[config.mk]
export PLATFORM = sky130hd
export DESIGN_NAME = irq_dispatcher_flat
export DESIGN_NICKNAME = d
export VERILOG_FILES = /design/src/rtl/irq_dispatcher_pkg.sv /design/src/rtl/irq_dispatcher_if.sv /design/src/rtl/irq_rr_select.sv /design/src/rtl/irq_dispatcher.sv /design/src/flat_wrapper.sv
export SDC_FILE = /design/constraint.sdc
export NUM_CORES = 1
export LEC_CHECK = 0
export BUFFER_PORTS_ARGS = -buffer_cell sky130_fd_sc_hd__buf_2
export CORE_MARGIN = 1
export CORE_UTILIZATION = 45
export DETAILED_ROUTE_END_ITERATION = 16
export SYNTH_ARGS = -nofsm -noshare
export SYNTH_HDL_FRONTEND = slang
export SYNTH_SLANG_ARGS = --single-unit
[constraint.sdc]
create_clock -name iCLOCK -period 4.7 [get_ports iCLOCK]
set_clock_uncertainty 0.1 [all_clocks]
set_input_delay 0.235 -clock iCLOCK [delete_from_list [all_inputs] [get_ports iCLOCK]]
set_output_delay 0.235 -clock iCLOCK [all_outputs]
set_load 0.05 [all_outputs]
[src/rtl/irq_dispatcher_pkg.sv]
// Purpose : shared definitions for the interrupt dispatcher and the core interrupt controller.
// Latency : n/a (types, constants and a helper function only).
// Backpr. : n/a.
// Contents: line count, index/number widths, dispatcher state encoding, index->number helper.
package irq_dispatcher_pkg;

    localparam int unsigned NUM_LINES  = 32;
    localparam int unsigned LINE_IDX_W = 5;
    localparam int unsigned EXT_NUM_W  = 6;

    typedef logic [NUM_LINES-1:0]  line_vec_t;
    typedef logic [LINE_IDX_W-1:0] line_idx_t;
    typedef logic [EXT_NUM_W-1:0]  ext_num_t;

    typedef enum logic [1:0] {
        STT_IDLE = 2'd0,
        STT_REQ  = 2'd1,
        STT_GAP  = 2'd2
    } irq_state_t;

    // External number is the line index zero-extended; the core adds its own vector offset.
    function automatic ext_num_t to_ext_num(input line_idx_t idx);
        return ext_num_t'(idx);
    endfunction

endpackage

[src/rtl/irq_dispatcher_if.sv]
// Purpose : device-line, configuration and core-request signals of the interrupt dispatcher.
// Latency : n/a (wiring only).
// Backpr. : request held until a one-cycle iEXT_ACK pulse from the core; config writes never stall.
// Modports: slave = dispatcher, master = device/config/core side.
interface irq_dispatcher_if;
    import irq_dispatcher_pkg::*;

    line_vec_t iDEV_IRQ;
    logic      iCONF_VALID;
    line_idx_t iCONF_ENTRY;
    logic      iCONF_ENABLE;
    logic      iEXT_ACK;
    logic      oEXT_ACTIVE;
    ext_num_t  oEXT_NUM;
    line_vec_t oPENDING;
    logic      oTIMEOUT;

    modport slave (
        input  iDEV_IRQ, iCONF_VALID, iCONF_ENTRY, iCONF_ENABLE, iEXT_ACK,
        output oEXT_ACTIVE, oEXT_NUM, oPENDING, oTIMEOUT
    );

    modport master (
        output iDEV_IRQ, iCONF_VALID, iCONF_ENTRY, iCONF_ENABLE, iEXT_ACK,
        input  oEXT_ACTIVE, oEXT_NUM, oPENDING, oTIMEOUT
    );

endinterface

[src/rtl/irq_rr_select.sv]
// Purpose : round-robin pick of one set bit in a 32-bit request vector, searching upward from start.
// Latency : combinational.
// Backpr. : none; vld low when no request bit is set.
// Ports   : req (request vector), start (first index searched), vld (any hit), idx (chosen index).
module irq_rr_select
    import irq_dispatcher_pkg::*;
(
    input  line_vec_t req,
    input  line_idx_t start,
    output logic      vld,
    output line_idx_t idx
);

    line_idx_t cand;

    // Walk offsets from the far end down so the smallest offset from start wins;
    // the 5-bit add provides the 31->0 wrap for free.
    always_comb begin
        vld  = 1'b0;
        idx  = start;
        cand = start;
        for (int i = NUM_LINES - 1; i >= 0; i--) begin
            cand = start + line_idx_t'(i);
            if (req[cand]) begin
                vld = 1'b1;
                idx = cand;
            end
        end
    end

endmodule

[src/rtl/irq_dispatcher.sv]
// Purpose : captures rising edges on 32 device lines, queues them as pending bits and issues them one at a time to the core.
// Latency : edge at cycle N -> oEXT_ACTIVE at N+3 on an idle block; one GAP cycle after each ack.
// Backpr. : a request is held (index stable) until iEXT_ACK; further edges accumulate as pending bits.
// Ports   : iCLOCK, iRESET_SYNC (sync, active-high), bus (irq_dispatcher_if.slave: device lines, config writes, core request/ack, status).
module irq_dispatcher
    import irq_dispatcher_pkg::*;
#(
    parameter int unsigned P_ACK_TIMEOUT = 1024
) (
    input  logic              iCLOCK,
    input  logic              iRESET_SYNC,
    irq_dispatcher_if.slave   bus
);

    irq_state_t  state_q, state_nxt;

    line_vec_t   irq_q;          // registered device lines ("current")
    line_vec_t   irq_prev_q;     // edge history ("previous")
    line_vec_t   enable_q, enable_nxt;
    line_vec_t   pending_q, pending_nxt;
    line_vec_t   edge_vec;
    line_vec_t   cfg_clr;
    line_vec_t   ack_clr;

    line_idx_t   cur_idx_q;      // line being requested
    line_idx_t   rr_ptr_q;       // first index of the next search
    logic [15:0] to_cnt_q;
    logic [16:0] to_cnt_inc;
    logic        timeout_q;

    logic        sel_vld;
    line_idx_t   sel_idx;
    logic        req_ack;

    irq_rr_select u_rr_select (
        .req   (pending_q),
        .start (rr_ptr_q),
        .vld   (sel_vld),
        .idx   (sel_idx)
    );

    assign edge_vec   = irq_q & ~irq_prev_q;
    assign req_ack    = (state_q == STT_REQ) && bus.iEXT_ACK;
    assign to_cnt_inc = {1'b0, to_cnt_q} + 17'd1;

    // Pending update. Disabling a line clears its bit; ack clears the granted bit.
    // Edges are masked by both old and new enable, so neither a line being disabled
    // nor one being enabled this cycle can create a pending bit. The set term is
    // applied last so a fresh edge beats the ack clear.
    always_comb begin
        enable_nxt = enable_q;
        cfg_clr    = '0;
        ack_clr    = '0;
        if (bus.iCONF_VALID) begin
            enable_nxt[bus.iCONF_ENTRY] = bus.iCONF_ENABLE;
            if (!bus.iCONF_ENABLE) begin
                cfg_clr[bus.iCONF_ENTRY] = 1'b1;
            end
        end
        if (req_ack) begin
            ack_clr[cur_idx_q] = 1'b1;
        end
        pending_nxt = (pending_q & ~cfg_clr & ~ack_clr) | (edge_vec & enable_q & enable_nxt);
    end

    always_comb begin
        state_nxt = state_q;
        case (state_q)
            STT_IDLE: if (sel_vld)         state_nxt = STT_REQ;
            STT_REQ:  if (bus.iEXT_ACK)    state_nxt = STT_GAP;
            STT_GAP:                       state_nxt = STT_IDLE;
            default:                       state_nxt = STT_IDLE;
        endcase
    end

    always_ff @(posedge iCLOCK) begin
        if (iRESET_SYNC) begin
            state_q <= STT_IDLE;
        end else begin
            state_q <= state_nxt;
        end
    end

    always_ff @(posedge iCLOCK) begin
        if (iRESET_SYNC) begin
            irq_q      <= '0;
            irq_prev_q <= '0;
            enable_q   <= '0;
            pending_q  <= '0;
            cur_idx_q  <= '0;
            rr_ptr_q   <= '0;
            to_cnt_q   <= '0;
            timeout_q  <= 1'b0;
        end else begin
            irq_q      <= bus.iDEV_IRQ;
            irq_prev_q <= irq_q;
            enable_q   <= enable_nxt;
            pending_q  <= pending_nxt;

            // Index is latched once on entry and not touched again until the next grant,
            // so a config write on the requested line cannot disturb oEXT_NUM.
            if (state_q == STT_IDLE && sel_vld) begin
                cur_idx_q <= sel_idx;
                to_cnt_q  <= '0;
            end

            if (req_ack) begin
                rr_ptr_q <= cur_idx_q + 5'd1;
            end

            // Only unacknowledged request cycles count towards the timeout.
            if (state_q == STT_REQ && !bus.iEXT_ACK) begin
                if (to_cnt_q != 16'hFFFF) begin
                    to_cnt_q <= to_cnt_inc[15:0];
                end
                if (to_cnt_inc >= 17'(P_ACK_TIMEOUT)) begin
                    timeout_q <= 1'b1;
                end
            end
        end
    end

    assign bus.oEXT_ACTIVE = (state_q == STT_REQ);
    assign bus.oEXT_NUM    = to_ext_num(cur_idx_q);
    assign bus.oPENDING    = pending_q;
    assign bus.oTIMEOUT    = timeout_q;

endmodule

[src/flat_wrapper.sv]
// flat-port wrapper written by rule: the top's interface ports become plain ports
module irq_dispatcher_flat import irq_dispatcher_pkg::*;
#(
    parameter int unsigned P_ACK_TIMEOUT = 1024
)
  (iCLOCK, iRESET_SYNC, bus_iDEV_IRQ, bus_iCONF_VALID, bus_iCONF_ENTRY, bus_iCONF_ENABLE, bus_iEXT_ACK, bus_oEXT_ACTIVE, bus_oEXT_NUM, bus_oPENDING, bus_oTIMEOUT);
  irq_dispatcher_if bus_i ();
  input  logic iCLOCK;
  input  logic iRESET_SYNC;
  input wire logic [$bits(bus_i.iDEV_IRQ)-1:0] bus_iDEV_IRQ;
  input wire logic [$bits(bus_i.iCONF_VALID)-1:0] bus_iCONF_VALID;
  input wire logic [$bits(bus_i.iCONF_ENTRY)-1:0] bus_iCONF_ENTRY;
  input wire logic [$bits(bus_i.iCONF_ENABLE)-1:0] bus_iCONF_ENABLE;
  input wire logic [$bits(bus_i.iEXT_ACK)-1:0] bus_iEXT_ACK;
  output wire logic [$bits(bus_i.oEXT_ACTIVE)-1:0] bus_oEXT_ACTIVE;
  output wire logic [$bits(bus_i.oEXT_NUM)-1:0] bus_oEXT_NUM;
  output wire logic [$bits(bus_i.oPENDING)-1:0] bus_oPENDING;
  output wire logic [$bits(bus_i.oTIMEOUT)-1:0] bus_oTIMEOUT;
  assign bus_i.iDEV_IRQ = bus_iDEV_IRQ;
  assign bus_i.iCONF_VALID = bus_iCONF_VALID;
  assign bus_i.iCONF_ENTRY = bus_iCONF_ENTRY;
  assign bus_i.iCONF_ENABLE = bus_iCONF_ENABLE;
  assign bus_i.iEXT_ACK = bus_iEXT_ACK;
  assign bus_oEXT_ACTIVE = bus_i.oEXT_ACTIVE;
  assign bus_oEXT_NUM = bus_i.oEXT_NUM;
  assign bus_oPENDING = bus_i.oPENDING;
  assign bus_oTIMEOUT = bus_i.oTIMEOUT;
  irq_dispatcher #(.P_ACK_TIMEOUT(P_ACK_TIMEOUT)) u_core (.iCLOCK(iCLOCK), .iRESET_SYNC(iRESET_SYNC), .bus(bus_i));
endmodule
# Yosys cells after proc, flatten, opt, wreduce, memory -nomap -nowiden
# Cells that the tools add are included.
[word_totals] regBits=157 in_bits=42 output_inout_bits=40
[op_classes] n_addsub=33 magnitude_cmp=37 eq_ne=4 muxes=143 bitwise_logic=9 n_reduce_logical=9
[op_table] cell="less-than comparator 5 x 6 -> 1 bit (second input constant)" count=34
[op_table] cell="AND 32 bit" count=5
[op_table] cell="binary-select mux 1 bit (select 5 bit)" count=32
[op_table] cell="2-to-1 mux 5 bit" count=32
[op_table] cell="2-to-1 mux 32 bit" count=4
[op_table] cell="inverter 32 bit" count=3
[op_table] cell="adder 5 bit (second input constant)" count=16
[op_table] cell="2-to-1 mux 1 bit" count=66
[op_table] cell="2-to-1 mux 16 bit" count=3
[op_table] cell="adder 5 x 4 -> 5 bit (second input constant)" count=8
[op_table] cell="bitwise mux 32 bit" count=1
[op_table] cell="OR 32 bit" count=1
[op_table] cell="adder 5 x 3 -> 5 bit (second input constant)" count=4
[op_table] cell="adder 16 x 1 -> 17 bit (second input constant)" count=1
[op_table] cell="greater-or-equal comparator 17 x 11 -> 1 bit (second input constant)" count=1
[op_table] cell="!= test 16 bit (second input constant)" count=1
[op_table] cell="adder 5 x 1 -> 5 bit (second input constant)" count=2
[op_table] cell="adder 5 x 2 -> 5 bit (second input constant)" count=2
[op_table] cell="demux 1 bit (select 5 bit)" count=2
[op_table] cell="greater-or-equal comparator 5 x 1 -> 1 bit (second input constant)" count=2
[op_table] cell="logical AND 1 bit" count=5
[op_table] cell="2-to-1 mux 2 bit" count=2
[op_table] cell="case mux 2 bit (2 select lines)" count=1
[op_table] cell="AND reduction 2 bit" count=2
[op_table] cell="other kinds (5)" count=5

# Depth between registers and ports, before layout
# Gate-level depths: netlist of the first run.
[depth] ltp_word=39 mapped_depth=18 ltp_nobuf=12

# Modules after synthesis
# From an unflattened synthesis of the first run, not the netlist that was laid out.
[hier_totals] hier_cells=1334 area_unflattened_um2=11858.9
[modules_own_cells] module="irq_dispatcher" n_inst=1 cells_per_inst=666 area_per_inst_um2=6185.9 seq_area_each_um2=3143.0
[modules_own_cells] module="irq_rr_select" n_inst=1 cells_per_inst=668 area_per_inst_um2=5672.9 seq_area_each_um2=0.0

# Worst setup path before layout of the first run
# OpenSTA, ideal clock, no wires.
[synth_path] path_kind="flip-flop to flip-flop" from="reg u_core.rr_ptr_q[1]" to="reg u_core.cur_idx_q[0]" setup_ps=120 t_arrival_ps=4732 required_ps=4480 slack_ps=-252 path_stages_with_launch=16 path_buffers=4 synth_period_minus_slack_ps=4952 path_cell_list="dfxtp_1 > buf_2 > buf_2 > buf_2 > clkinv_1 > ha_1 > buf_2 > mux4_1 > mux4_2 > a222oi_1 > nand2_2 > nor4_2 > and4_4 > nor2_2 > o2111a_1 > a211o_1"
[synth_between] elab_chain_cells=36
[synth_rtl] item="from (decl)" line="irq_dispatcher.sv:26" rtl="line_idx_t rr_ptr_q;"
[synth_rtl] item="from (signal assigned)" line="irq_dispatcher.sv:108" rtl="rr_ptr_q <= cur_idx_q + 5'd1;"
[synth_rtl] item="adder 5 bit" line="irq_rr_select.sv:23" rtl="cand = start + line_idx_t'(i);"
[synth_rtl] item="binary-select mux 1 bit (select 5 bit)" line="irq_rr_select.sv:24" rtl="if (req[cand]) begin"
[synth_rtl] item="2-to-1 mux 1 bit (implied by the code)" line="irq_rr_select.sv:24"
[synth_rtl] item="2-to-1 mux 1 bit (32 in a row)" line="irq_rr_select.sv:24"
[synth_rtl] item="logical AND 1 bit" line="irq_dispatcher.sv:102" rtl="if (state_q == STT_IDLE && sel_vld) begin"
[synth_rtl] item="to (signal assigned)" line="irq_dispatcher.sv:103" rtl="cur_idx_q <= sel_idx;"
[synth_rtl] item="to (decl)" line="irq_dispatcher.sv:25" rtl="line_idx_t cur_idx_q;"
# Several ways; a longest one is shown, not always the timed one. The select of a mux whose other input is x is not followed.
# A chain may end at the register's enable or synchronous reset.

# Worst setup path after layout of the first run
[layout_path] from="reg u_core.rr_ptr_q[2]" to="reg u_core.to_cnt_q[0]"
[layout_between] elab_chain_cells=39
[layout_rtl] item="adder 5 bit" line="irq_rr_select.sv:23"
[layout_rtl] item="binary-select mux 1 bit (select 5 bit)" line="irq_rr_select.sv:24"
[layout_rtl] item="2-to-1 mux 1 bit (implied by the code)" line="irq_rr_select.sv:24"
[layout_rtl] item="2-to-1 mux 1 bit (31 in a row)" line="irq_rr_select.sv:24"
[layout_rtl] item="2-to-1 mux 1 bit *" line="irq_rr_select.sv:24"
[layout_rtl] item="logical AND 1 bit *" line="irq_dispatcher.sv:102"
[layout_rtl] item="2-to-1 mux 16 bit *" line="irq_dispatcher.sv:102"
[layout_rtl] item="2-to-1 mux 16 bit" line="irq_dispatcher.sv:113" rtl="if (to_cnt_q != 16'hFFFF) begin"
[layout_rtl] item="2-to-1 mux 16 bit *" line="irq_dispatcher.sv:112" rtl="if (state_q == STT_REQ && !bus.iEXT_ACK) begin"
[layout_rtl] item="to (signal assigned)" line="irq_dispatcher.sv:114" rtl="to_cnt_q <= to_cnt_inc[15:0];"
[layout_rtl] item="to (decl)" line="irq_dispatcher.sv:27" rtl="logic [15:0] to_cnt_q;"
# Mark *: on every way between the ends. The rest lies on a longest branch, timed or not. The select of a mux whose other input is x is not followed.

==> results of run 1 <==
==> power by group through the flow <==
stage / Clock [W] / Combinational (W) / Sequential (W)
6_report: 0.00142 / 0.00204 / 0.00146
5_1_grt: 0.00150 / 0.00216 / 0.00147
4_1_cts: 0.00144 / 0.00200 / 0.00146
3_5_place_dp: 0 / 0.00198 / 0.00149
3_3_place_gp: 0 / 0.00198 / 0.00149
2_1_floorplan: 0 / 0.00127 / 0.00151
==> final timing paths <==
| check | to | slack, ns | cells after the start |
|---|---|---|---|
| setup / recovery | u_core.to_cnt_q[0] | 0.19 | 12 |
| hold / removal | u_core.enable_q[8] | 0.10 | 3 |
| setup reg to reg | u_core.to_cnt_q[0] | 0.19 | 12 |
| hold reg to reg | u_core.irq_prev_q[18] | 0.36 | 1 |
==> metal layers <==
metal	vias up	global-route usage, %	routed length (µm)	share of wire, %
li1	5367	-	-	-
met4	0	19.0	2550	5.6
met5	-	0	0	0
met1	5810	43.9	18300	40
met3	134	4.97	3620	7.9
met2	661	54.0	21000	46
==> flip-flops by register name, summed over array words and instances (netlist names) <==
name and flops:
u_core.to_cnt_q 16, u_core.bus.oPENDING 32, u_core.cur_idx_q 5, u_core.rr_ptr_q 5, u_core.irq_prev_q 32, u_core.state_q 2
u_core.irq_q 32, u_core.bus.oTIMEOUT 1, u_core.enable_q 32
==> Yosys cell counts, drive strengths merged (9+ instances only) <==
| cell type | count |
|---|---|
| a31oi | 12 |
| nand2b | 16 |
| clkbuf | 52 |
| mux4 | 89 |
| mux2i | 59 |
| nor2 | 96 |
| nor3 | 16 |
| nor2b | 75 |
| o21ai | 108 |
| a21oi | 81 |
| nand3b | 16 |
| o211ai | 14 |
| a211oi | 17 |
| nand2 | 146 |
| nand4 | 12 |
| nand3 | 34 |
| dfxtp | 157 |
| and3 | 16 |
| mux2 | 18 |
| and2 | 9 |
| inv | 19 |
| ha | 19 |
| xnor2 | 32 |
| buf | 36 |
| a221oi | 14 |
| nand4b | 25 |
| o22ai | 37 |
==> kinds of logic (layout without fill, tap and decap cells) <==
logic type	count (synthesis)	in the layout	synth area share [%]
xor+xnor	40	40	3.00
fa+ha+maj	19	19	1.99
other cells	1	1	0.0314
mux	166	166	23.9
buf+inv	109	243	3.95
flops	157	157	26.3
compound gates	366	366	19.6
simple gates	491	491	21.2
==> through the flow <==
step                area, µm²  hold slack (ns)  utilization (%)
global route            13900            0.126             53.4
floorplan               11900            0.263                -
global placement        13000            0.344             49.8
detailed placement      13000            0.348             49.8
CTS                     13900           0.0790             53.4
finish                  13900            0.104             53.4
==> worst max-delay path: stages (launching register included) <==
cell and delay, ns:
dfxtp_1 0.33, buf_4 0.42, ha_1 0.29, a21oi_1 0.09, xnor2_2 0.50, mux4_2 0.64, mux2i_1 0.53, nand3_1 0.26
nor4_1 0.43, and4_4 0.35, o21ai_4 0.11, mux2_2 0.32, nor2_2 0.07
==> timing repair <==
item / 4_1_cts / 5_1_grt
endpoints found under the setup margin: 0 / 0
endpoints found under the hold margin: 32 / 0
hold buffers: 32 / 0
==> final cells by class <==
cell class              instances  area (µm²)  share of cell area (%)
multi-input cells            1083        8330                    59.9
flip-flops and latches        157        3150                    22.6
repair buffers                190        1320                    9.50
clock buffers                  18         439                    3.16
well taps                     335         419                    3.01
clock inverters                14         173                    1.24
inverters                      21        80.1                   0.576
==> qor.csv, run 1 <==
metric,value,unit
fin crit share,96.1,%
sw frac,39.9,%
Placed Instances,1754,
initial antenna violation count,0,
row count,59,
Place WS,0.364,ns
setup slack after layout,0.185,ns
largest net degree at the start of global routing,59,
max cap viols,0,
Clock power frac,28.9,%
FILL cells,2417,
fin cells,1818,
area of the mapped netlist,11900,µm²
maximum clock frequency,222,MHz
"Hold Vio Cnt, Final",0,
CP required,4.97,ns
most frequent cells in the layout,"155 x dfxtp_1, 145 x nand2_1, 106 x o21ai_0",
Syn Area/Cell,8.85,µm²
Worst Setup SP,u_core.rr_ptr_q[2],
Top Ports,82,
Final #Nets,1531,
Core Area,26100,µm²
WL final,45500,µm
post-CTS sizing,0,
status,"finished, final reports clean",
Power Density,354,nW/µm²
CTS tree,done,
Mapped Cells,1349,
VDD IR max,255,µV
"commonest non-fill, non-tap cell in the layout",dfxtp_1,
Hold WC Path Type,in2reg,
worst-case clock buffer depth,2,
CP Capture Type,flip-flop,
grt ovf,0,
hold_sp,bus_iCONF_ENTRY[3],
dominant synthesized flop cell,dfxtp_1,
crit path launch type,flip-flop,
"CTS clk-pin slew, worst paths",0.07,ns
Leak,5.31,nW
Die Width,165,µm
detailed placer's ending HPWL,34600,µm
area grow syn2layout,16.5,%
Initial Util,45.8,%
cell taking the most area after synthesis,dfxtp_1,
Flop pwr share,29.7,%
layout cells sized above 1,21.0,%
critical path class,reg2reg,
Synth area leaders,"dfxtp_1 26%, mux4_2 14%, mux2i_1 4.9%",
number of global-route vias before repair,11100,
Post-synth ARST share,0,%
n_diodes,0,
Antenna Nets Post-Route,0,
final setup vio count,0,
setup bufs post-CTS,0,
GRT Overall Usage,33.9,%
Psw,0.00196,W
final max-slew violation count,0,
Comb pwr share,41.4,%
CTS Buf Count,17,
Vias/cell,6.59,
Worst R2R Start,u_core.rr_ptr_q[2],
GPL Wtd Cong,1.05,
register bit total from synthesis,157,
DRC violations left,0,
Relative slew margins,24.7,%
WL/cell,25.0,µm
die area,27200,µm²
"Power, Total",0.00493,W
Yosys top cell area share,26.3,%
RSZ-0062 raised after global routing,no,
critical path arrival,4.78,ns
Syn Nets,1410,
Post-synth EDFFs,0,
port bufs,80,
setup tns final,0,ns
Cell Int Power,0.00296,W
"Distinct cells, synth",80,
Final min period,4.51,ns
H-tree levels,4,
Vias,12000,
starting DRC count in detailed routing,1086,
Initial DRT Pass Iterations,6,
Root Driver,clkbuf_16,
yosys warns,0,
Die Height,165,µm
CTS Sinks,157,
register area share after synthesis,26.3,%
Worst-Margin Slew,1.10,ns
Clock Latency Late Sink,0.43,ns
crit path max fanout,37,
first-pass GRT wire length,68300,µm
(Power assumes the default switching activity.)
==> run 2, diff against run 1 <==
Settings changed: SYNTH_HIERARCHICAL set to 1.
==> qor.csv, run 2 <==
metric,value,unit
top-count cell post-synth,dfxtp_1,
Die Width,164,µm
"Hold Vio Cnt, Final",0,
Leak,5.33,nW
CTS Sinks,157,
most frequent cells after synthesis,"157 x dfxtp_1, 108 x nand2_1, 103 x nor2_1",
Initial DRT Pass Iterations,6,
Clock Latency Late Sink,0.42,ns
"Distinct cells, synth",96,
yosys warns,6,
area grow syn2layout,16.5,%
Initial Util,45.6,%
Worst Hold Path EP,u_core/state_q[0],
cell taking the most area after synthesis,dfxtp_1,
Yosys top cell area share,26.5,%
number of global-route vias before repair,10900,
Worst R2R Start,u_core/rr_ptr_q[2],
WL/cell,23.9,µm
H-tree levels,4,
CTS tree,done,
"commonest non-fill, non-tap cell in the layout",dfxtp_1,
Hold WC Path Type,in2reg,
maximum clock frequency,219,MHz
GPL Wtd Cong,1.08,
most frequent cells in the layout,"155 x dfxtp_1, 108 x nand2_1, 103 x nor2_1",
port bufs,80,
Final #Nets,1504,
Power Density,265,nW/µm²
largest net degree at the start of global routing,73,
Mapped Cells,1334,
CTS Buf Count,17,
critical path class,reg2reg,
dominant synthesized flop cell,dfxtp_1,
final setup vio count,0,
Top Ports,82,
max cap viols,0,
grt ovf,0,
Post-synth EDFFs,0,
FF-to-FF End,u_core/cur_idx_q[2],
Final min period,4.57,ns
n_diodes,0,
GRT Overall Usage,31.8,%
starting DRC count in detailed routing,1447,
Relative slew margins,46.1,%
register area share after synthesis,26.5,%
Antenna Nets Post-Route,0,
Vias,11600,
CP Capture Type,flip-flop,
row count,59,
setup bufs post-CTS,0,
Core Area,26000,µm²
crit path launch type,flip-flop,
Synth area leaders,"dfxtp_1 27%, mux4_2 13%, mux2i_1 4.7%",
critical path arrival,4.83,ns
worst reg-to-reg setup slack,0.13,ns
initial antenna violation count,0,
RSZ-0062 raised after global routing,no,
FF-to-FF path depth,15,
hold_sp,bus_iEXT_ACK,
Syn Area/Cell,8.89,µm²
hold path depth,4,
Post-synth ARST share,0,%
final max-slew violation count,0,
Syn Nets,1395,
fin crit share,97.3,%
FILL cells,2409,
Vias/cell,6.46,
worst-case clock buffer depth,2,
status,"finished, final reports clean",
CP required,4.96,ns
detailed placer's ending HPWL,32300,µm
register bit total from synthesis,157,
WL final,42800,µm
die area,27000,µm²
setup tns final,0,ns
layout cells sized above 1,22.4,%
Worst-Margin Slew,0.797,ns
VDD IR max,356,µV
Root Driver,clkbuf_16,
area of the mapped netlist,11900,µm²
"CTS clk-pin slew, worst paths",0.07,ns
WHS,0.181,ns
DRC violations left,0,
Die Height,164,µm
first-pass GRT wire length,64500,µm
crit path max fanout,12,
## run 2: changes by cell type after synthesis, moves of 9 or more
cell,delta
a32o_1,+11
and3_1,-11
mux2_2,+10
nand2_1,-37
nand3_1,+29
nand3b_1,+9
nand4b_1,-16
nor2_1,+9
o21ai_0,-23
o21ai_1,+9
o22ai_1,-23
xnor2_1,+9
## run 2: power breakdown
group          leakage (nW)  internal (W)  switching, W
combinational          3.74      0.000316      0.000483
clock                 0.309      0.000873      0.000594
sequential             1.28       0.00137     0.0000234
## run 2: kinds of logic (layout without fill, tap and decap cells)
family	count (synthesis)	count (layout)	synth area share, %
AO/OA/AOI/OAI	347	347	19.5
XOR/XNOR	50	50	3.76
adder cells (fa/ha/maj)	19	19	2.00
buffers and inverters	118	240	4.29
flip-flops	157	157	26.5
multiplexers	164	164	22.5
other	1	1	0.0316
AND/OR/NAND/NOR	478	478	21.4
## run 2: metrics by stage
stage               instance area (µm²)  setup WS (ns)  util, %  total power [W]  cells
CTS                               13800         0.0869     53.1          0.00366   1791
global placement                  12800          0.172     49.4          0.00218   1727
global route                      13800         0.0111     53.1          0.00378   1791
detailed placement                12800          0.111     49.4          0.00218   1727
floorplan                         11900        0.00600        -          0.00194   1334
finish                            13800          0.126     53.1          0.00366   1791
## run 2: per-layer routing
metal  part of all wire [%]  vias to the layer above  track usage [%]
li1                       -                     5238                -
met1                     40                     5585             39.9
met2                     47                      613             51.3
met3                    7.5                      139             5.00
met4                    5.8                        0             19.7
met5                      0                        -                0
## run 2: repair_timing
| action | CTS | global route |
|---|---|---|
| endpoints found under the setup margin | 0 | 2 |
| endpoints found under the hold margin | 32 | 0 |
| resized for setup | 0 | 2 |
| hold buffers | 32 | 0 |
## run 2: worst max-delay path by stage
stage | start | endpoint | slack, ns
after CTS | u_core/rr_ptr_q[2] | u_core/cur_idx_q[2] | 0.09
after detailed placement | u_core/rr_ptr_q[2] | u_core/cur_idx_q[2] | 0.11
after global placement | u_core/rr_ptr_q[2] | u_core/cur_idx_q[2] | 0.17
after floorplan | u_core/rr_ptr_q[2] | u_core/to_cnt_q[15] | 0.006
final | u_core/rr_ptr_q[2] | u_core/cur_idx_q[2] | 0.13
after global routing | u_core/rr_ptr_q[2] | u_core/cur_idx_q[2] | 0.01
## run 2: area by class of cell
type,count,area (µm²),area share [%]
clock buffers,18,439,3.18
well taps,335,419,3.03
flip-flops and latches,157,3150,22.8
multi-input cells,1059,8260,59.8
repair buffers,180,1250,9.02
clock inverters,14,193,1.40
inverters,28,110,0.797
## run 2: worst max-delay path, stage by stage (launching register included)
cell and delay (ns):
dfxtp_1 0.32, inv_2 0.11, buf_4 0.22, ha_1 0.28, a21boi_1 0.37, xnor2_4 0.26, mux2i_1 0.19, mux4_2 0.63
or4b_1 0.55, nand4b_1 0.14, a211oi_2 0.09, o31ai_1 0.39, a311oi_1 0.16, nor3_1 0.44, mux2i_1 0.14, nor2_1 0.10
